`src/rtl/cpu_pkg.sv`:
```
// Shared pipeline types: branch condition codes and branch-sequencer FSM states.
package cpu_pkg;

  typedef enum logic [1:0] {
    BR_EQ  = 2'b00,
    BR_GT  = 2'b01,
    BR_LT  = 2'b10,
    BR_RSV = 2'b11
  } br_code_t;

  typedef enum logic [1:0] {
    ST_IDLE,
    ST_WAIT_OPND,
    ST_FLUSH
  } br_state_t;

  localparam int unsigned STAT_W   = 16;
  localparam int unsigned FLUSH_CW = 3;

endpackage

```
`src/rtl/branch_cond_eval.sv`:
```
// Combinational branch condition: unsigned compare of op_a against R15.
module branch_cond_eval
  import cpu_pkg::*;
#(
  parameter int unsigned DATA_W = 16
) (
  input  br_code_t          br_code,
  input  logic [DATA_W-1:0] op_a,
  input  logic [DATA_W-1:0] op_r15,
  output logic              taken
);

  always_comb begin
    taken = 1'b0;
    case (br_code)
      BR_EQ:   taken = (op_a == op_r15);
      BR_GT:   taken = (op_a >  op_r15);
      BR_LT:   taken = (op_a <  op_r15);
      default: taken = 1'b0;
    endcase
  end

endmodule

```
`src/rtl/branch_sequencer.sv`:
```
// Branch resolution sequencer: holds the front end until operands are ready,
// resolves against R15 and redirects/flushes. Optional BRANCH_STATS_EN adds counters.
module branch_sequencer
  import cpu_pkg::*;
#(
  parameter int unsigned DATA_W       = 16,
  parameter int unsigned ADDR_W       = 16,
  parameter int unsigned FLUSH_CYCLES = 1
) (
  input  logic              clk,
  input  logic              rst_n,
  input  logic              br_valid,
  output logic              br_ready,
  input  logic [1:0]        br_code,
  input  logic [ADDR_W-1:0] br_target,
  input  logic [DATA_W-1:0] op_a,
  input  logic [DATA_W-1:0] op_r15,
  input  logic              op_ready,
  output logic              stall,
  output logic              flush,
  output logic              pc_sel,
  output logic [ADDR_W-1:0] pc_target,
  output logic              resolve_valid,
  output logic              resolve_taken
`ifdef BRANCH_STATS_EN
  ,
  output logic [STAT_W-1:0] stat_branches,
  output logic [STAT_W-1:0] stat_taken
`endif
);

  localparam logic [FLUSH_CW-1:0] FLUSH_LOAD = FLUSH_CW'(FLUSH_CYCLES);

  br_state_t            state_q, state_d;
  br_code_t             code_q, code_d;
  logic [ADDR_W-1:0]    target_q, target_d;
  logic [FLUSH_CW-1:0]  cnt_q, cnt_d;
  logic                 rv_q, rv_d;
  logic                 rt_q, rt_d;
  logic                 cond_taken;

  branch_cond_eval #(
    .DATA_W(DATA_W)
  ) u_cond (
    .br_code(code_q),
    .op_a   (op_a),
    .op_r15 (op_r15),
    .taken  (cond_taken)
  );

  always_ff @(posedge clk or negedge rst_n) begin
    if (!rst_n) begin
      state_q  <= ST_IDLE;
      code_q   <= BR_EQ;
      target_q <= '0;
      cnt_q    <= '0;
      rv_q     <= 1'b0;
      rt_q     <= 1'b0;
    end else begin
      state_q  <= state_d;
      code_q   <= code_d;
      target_q <= target_d;
      cnt_q    <= cnt_d;
      rv_q     <= rv_d;
      rt_q     <= rt_d;
    end
  end

  always_comb begin
    state_d  = state_q;
    code_d   = code_q;
    target_d = target_q;
    cnt_d    = cnt_q;
    rv_d     = 1'b0;
    rt_d     = 1'b0;
    case (state_q)
      ST_IDLE: begin
        if (br_valid) begin
          code_d   = br_code_t'(br_code);
          target_d = br_target;
          state_d  = ST_WAIT_OPND;
        end
      end
      ST_WAIT_OPND: begin
        // Operands are sampled live on the resolving edge, never latched.
        if (op_ready) begin
          rv_d = 1'b1;
          rt_d = cond_taken;
          if (cond_taken) begin
            state_d = ST_FLUSH;
            cnt_d   = FLUSH_LOAD;
          end else begin
            state_d = ST_IDLE;
          end
        end
      end
      ST_FLUSH: begin
        cnt_d = cnt_q - FLUSH_CW'(1);
        if (cnt_q <= FLUSH_CW'(1)) state_d = ST_IDLE;
      end
      default: state_d = ST_IDLE;
    endcase
  end

  assign br_ready      = (state_q == ST_IDLE);
  assign stall         = (state_q == ST_WAIT_OPND);
  assign flush         = (state_q == ST_FLUSH);
  assign pc_sel        = (state_q == ST_FLUSH);
  assign pc_target     = target_q;
  assign resolve_valid = rv_q;
  assign resolve_taken = rt_q;

`ifdef BRANCH_STATS_EN
  logic [STAT_W-1:0] nbr_q, ntk_q;

  always_ff @(posedge clk or negedge rst_n) begin
    if (!rst_n) begin
      nbr_q <= '0;
      ntk_q <= '0;
    end else if (rv_q) begin
      if (nbr_q != '1)          nbr_q <= nbr_q + STAT_W'(1);
      if (rt_q && ntk_q != '1)  ntk_q <= ntk_q + STAT_W'(1);
    end
  end

  assign stat_branches = nbr_q;
  assign stat_taken    = ntk_q;
`endif

endmodule

```
`config.mk`:
```
export PLATFORM = sky130hd
export DESIGN_NAME = branch_sequencer
export DESIGN_NICKNAME = d
export VERILOG_FILES = /design/src/rtl/cpu_pkg.sv /design/src/rtl/branch_cond_eval.sv /design/src/rtl/branch_sequencer.sv
export SDC_FILE = /design/constraint.sdc
export NUM_CORES = 1
export LEC_CHECK = 0
export CAP_MARGIN = 30
export CORE_MARGIN = 5
export CORE_UTILIZATION = 35
export DETAILED_ROUTE_END_ITERATION = 7
export HOLD_SLACK_MARGIN = 0.1
export PLACE_DENSITY = 0.75
export RECOVER_POWER = 25
export SYNTH_ARGS = -nofsm -noshare
export SYNTH_HDL_FRONTEND = slang
export SYNTH_SLANG_ARGS = --single-unit
```
`constraint.sdc`:
```
create_clock -name clk -period 1.6 [get_ports clk]
set_clock_uncertainty 0.15 [all_clocks]
set_input_delay 0.32 -clock clk [delete_from_list [all_inputs] [get_ports clk]]
set_output_delay 0.32 -clock clk [all_outputs]
set_load 0.03 [all_outputs]
```
==> results.toml <==
[routing]
avgRoutedWirePerCell_um = 16.2
via_per_inst = 4.91
routed_wl_um = 4510
firstDrtPassIters = 4
via_count = 1366
drt_iter0_markers = 26
drc = 0
antenna_left = 0

[floorplan]
dieWidth_um = 74.3
rows = 23
io_pins = 76
coreArea_um2 = 4000
initial_core_util_pct = 36.2
die_area_um2 = 5520
die_h_um = 74.3

[logic_synthesis]
synthArstFlopShare_pct = 100
synth_area_leaders = "dfrtp_1 (43%), ha_1 (16%), mux2_2 (14%)"
synth_area_um2 = 1450
synth_edf_count = 0
ys_seq_area_share_pct = 43.2
synth_ff_type = "dfrtp_1"
synth_top_area_share_pct = 43.2
ys_warn_count = 0
synth_area_leader_cell = "dfrtp_1"
synth_cell_type_count = 30
synth_cells = 132
yosysMostFrequentCell = "dfrtp_1"
synth-seq-cells = 25
yosys-top-cells-count = "dfrtp_1 (25), inv_1 (22), ha_1 (18), mux2_2 (18), nand2_1 (7)"
syn_area_per_cell_um2 = 11.0
synth_fp_nets = 204

[clock_tree]
clock_latency_ns = 0.27
h-tree-depth = 1
numCtsBuffers = 3
clock_sinks = 25
cts_tree = "yes"
postCtsHoldBufs = 0
clock_path_buffers = 2
cts-root-buf = "clkbuf_8"
clk_pin_slew_ns = 0.10

[timing]
final-setup-viol-count = 8
fin_ws_ns = -0.665
slew_headroom_pct = 58.0
hold_viol = 0
min_period_over_period_pct = 142
clock.fmax_mhz = 442
worstMarginPinSlew_ns = 0.631
slew_violations = 0
period_minus_slack_ns = 2.26
hold_slack_ns = 0.361
rsz0062_at_grt = "yes"

[global_route]
globalRouteOverflowTotal = 0
grt_pass1_vias = 1528
antenna_found_initial = 0
gr-usage-all-layers_pct = 16.4
grt_max_degree = 26
grt_pass1_wl_um = 6890

[placement]
dp.cells = 265
pre_cts_slack_ns = -1.38
dpl.hpwl_um = 3490
finalWeightedCongestion = 0.728
port_buffers = 75

[power]
ir_drop_v = 0.000533
p_comb_share_pct = 59.1
pwr-share-clk_pct = 10.6
p_int_mw = 2.10
p_leak_nw = 1.26
p_per_area_nw_per_um2 = 1340
power_switching_mw = 1.51
seq_power_share_pct = 30.4
swShare_pct = 41.7

[worst_setup_path]
arrival_ns = 2.27
critPathKind = "in -> reg"
crit_required_ns = 1.60
worstSetupEndpointType = "flop"
path_max_fanout = 3
startpoint_type = "input pin"

[final_layout]
antenna_cells = 0
drive_above_1_share_pct = 45.2
stdcell_count = 278
area_growth_pct = 86.3
nets = 301

[outcome]
status = "finished with violations"
violations = "negative setup slack"

[min_path]
min_path_type = "reg -> reg"

[run]
max-cap-violations = 0
[layout by cell type, fill, tap and decap left out, types with 5 or more instances in the layout]
master,synthesis,layout
a21oi_1,6,6
ha_4,0,13
clkdlybuf4s50_1,0,22
dlygate4sd2_1,0,29
ha_1,18,5
dfrtp_1,25,25
buf_6,0,11
buf_4,1,18
nand2_1,7,5
inv_2,0,9
mux2_2,18,18
inv_1,22,8
[worst max-delay path: stages]
cell      delay, ns
buf_6          0.07
inv_4          0.03
ha_4           0.25
nand4_1        0.18
nor4_4         0.35
a21bo_2        0.27
o211ai_1       0.15
mux2_4         0.37
buf_4          0.15
nor2_4         0.07
nand2_1        0.05
[flip-flops by register name, summed over array words and instances, names as in the netlist]
signal / count
cnt_q: 3
code_q: 2
pc_target: 16
resolve_taken: 1
resolve_valid: 1
state_q: 2
[what timing repair did]
| item | 4_1_cts | 5_1_grt |
|---|---|---|
| pin swaps | 23 | 0 |
| setup endpoints to repair | 39 | 10 |
| setup buffers | 7 | 2 |
| endpoints found under the hold margin | 0 | 0 |
| resized for setup | 133 | 1 |
| gates cloned | 1 | 0 |
[cell type report]
type / instances / area (um^2)
timing repair buffer: 95 / 890
clock buffer: 3 / 41.3
inverter: 22 / 110
multi-input combinational: 82 / 961
tap: 50 / 62.6
clock inverter: 1 / 7.51
fill: 299 / 1300
sequential: 25 / 626
[cells by family after synthesis]
kind of cell / after synthesis / synth area share, %
adder cells (fa/ha/maj): 18 / 15.6
flip-flops: 25 / 43.2
buffers and inverters: 25 / 6.91
AND/OR/NAND/NOR: 26 / 10.5
AO/OA/AOI/OAI: 18 / 8.12
multiplexers: 20 / 15.7
[per-stage QoR]
step / utilization [%] / area, um^2 / power [mW] / TNS, ns
global placement: 60.6 / 2420 / 3.10 / -8.07
global route: 67.4 / 2700 / 3.81 / -3.72
CTS: 67.3 / 2690 / 3.62 / -2.88
floorplan: - / 1540 / 2.26 / -5.85
detailed placement: 60.6 / 2420 / 3.20 / -8.99
finish: 67.4 / 2700 / 3.61 / -3.28
[path summary, 6_finish.rpt]
path / slack [ns] / depth (start not counted) / end / start
setup / recovery: -0.66 / 11 / state_q[1] / op_r15[15]
hold / removal: 0.36 / 1 / pc_target[0] / pc_target[0]
setup reg to reg: -0.18 / 8 / state_q[1] / state_q[0]
hold reg to reg: 0.36 / 1 / pc_target[0] / pc_target[0]
max in group asynchronous: 0.44 / 2 / cnt_q[0] / rst_n
min in group asynchronous: 0.44 / 2 / pc_target[1] / rst_n
[power groups by stage]
stage          Combinational, mW  Sequential [mW]  Clock, mW
5_1_grt                     2.26             1.14      0.411
6_report                    2.13             1.10      0.381
4_1_cts                     2.14             1.10      0.387
3_5_place_dp                2.09             1.11          0
3_3_place_gp                2.02             1.08          0
2_1_floorplan              0.733             1.53          0
[per-layer routing]
| layer | vias to the layer above | track usage (%) | part of all wire [%] |
|---|---|---|---|
| li1 | 646 | - | - |
| met1 | 651 | 16.1 | 34 |
| met2 | 55 | 33.4 | 56 |
| met3 | 14 | 2.57 | 5.9 |
| met4 | 0 | 6.52 | 3.2 |
| met5 | - | 0 | 0 |
Power figures use the tool's default switching activity.
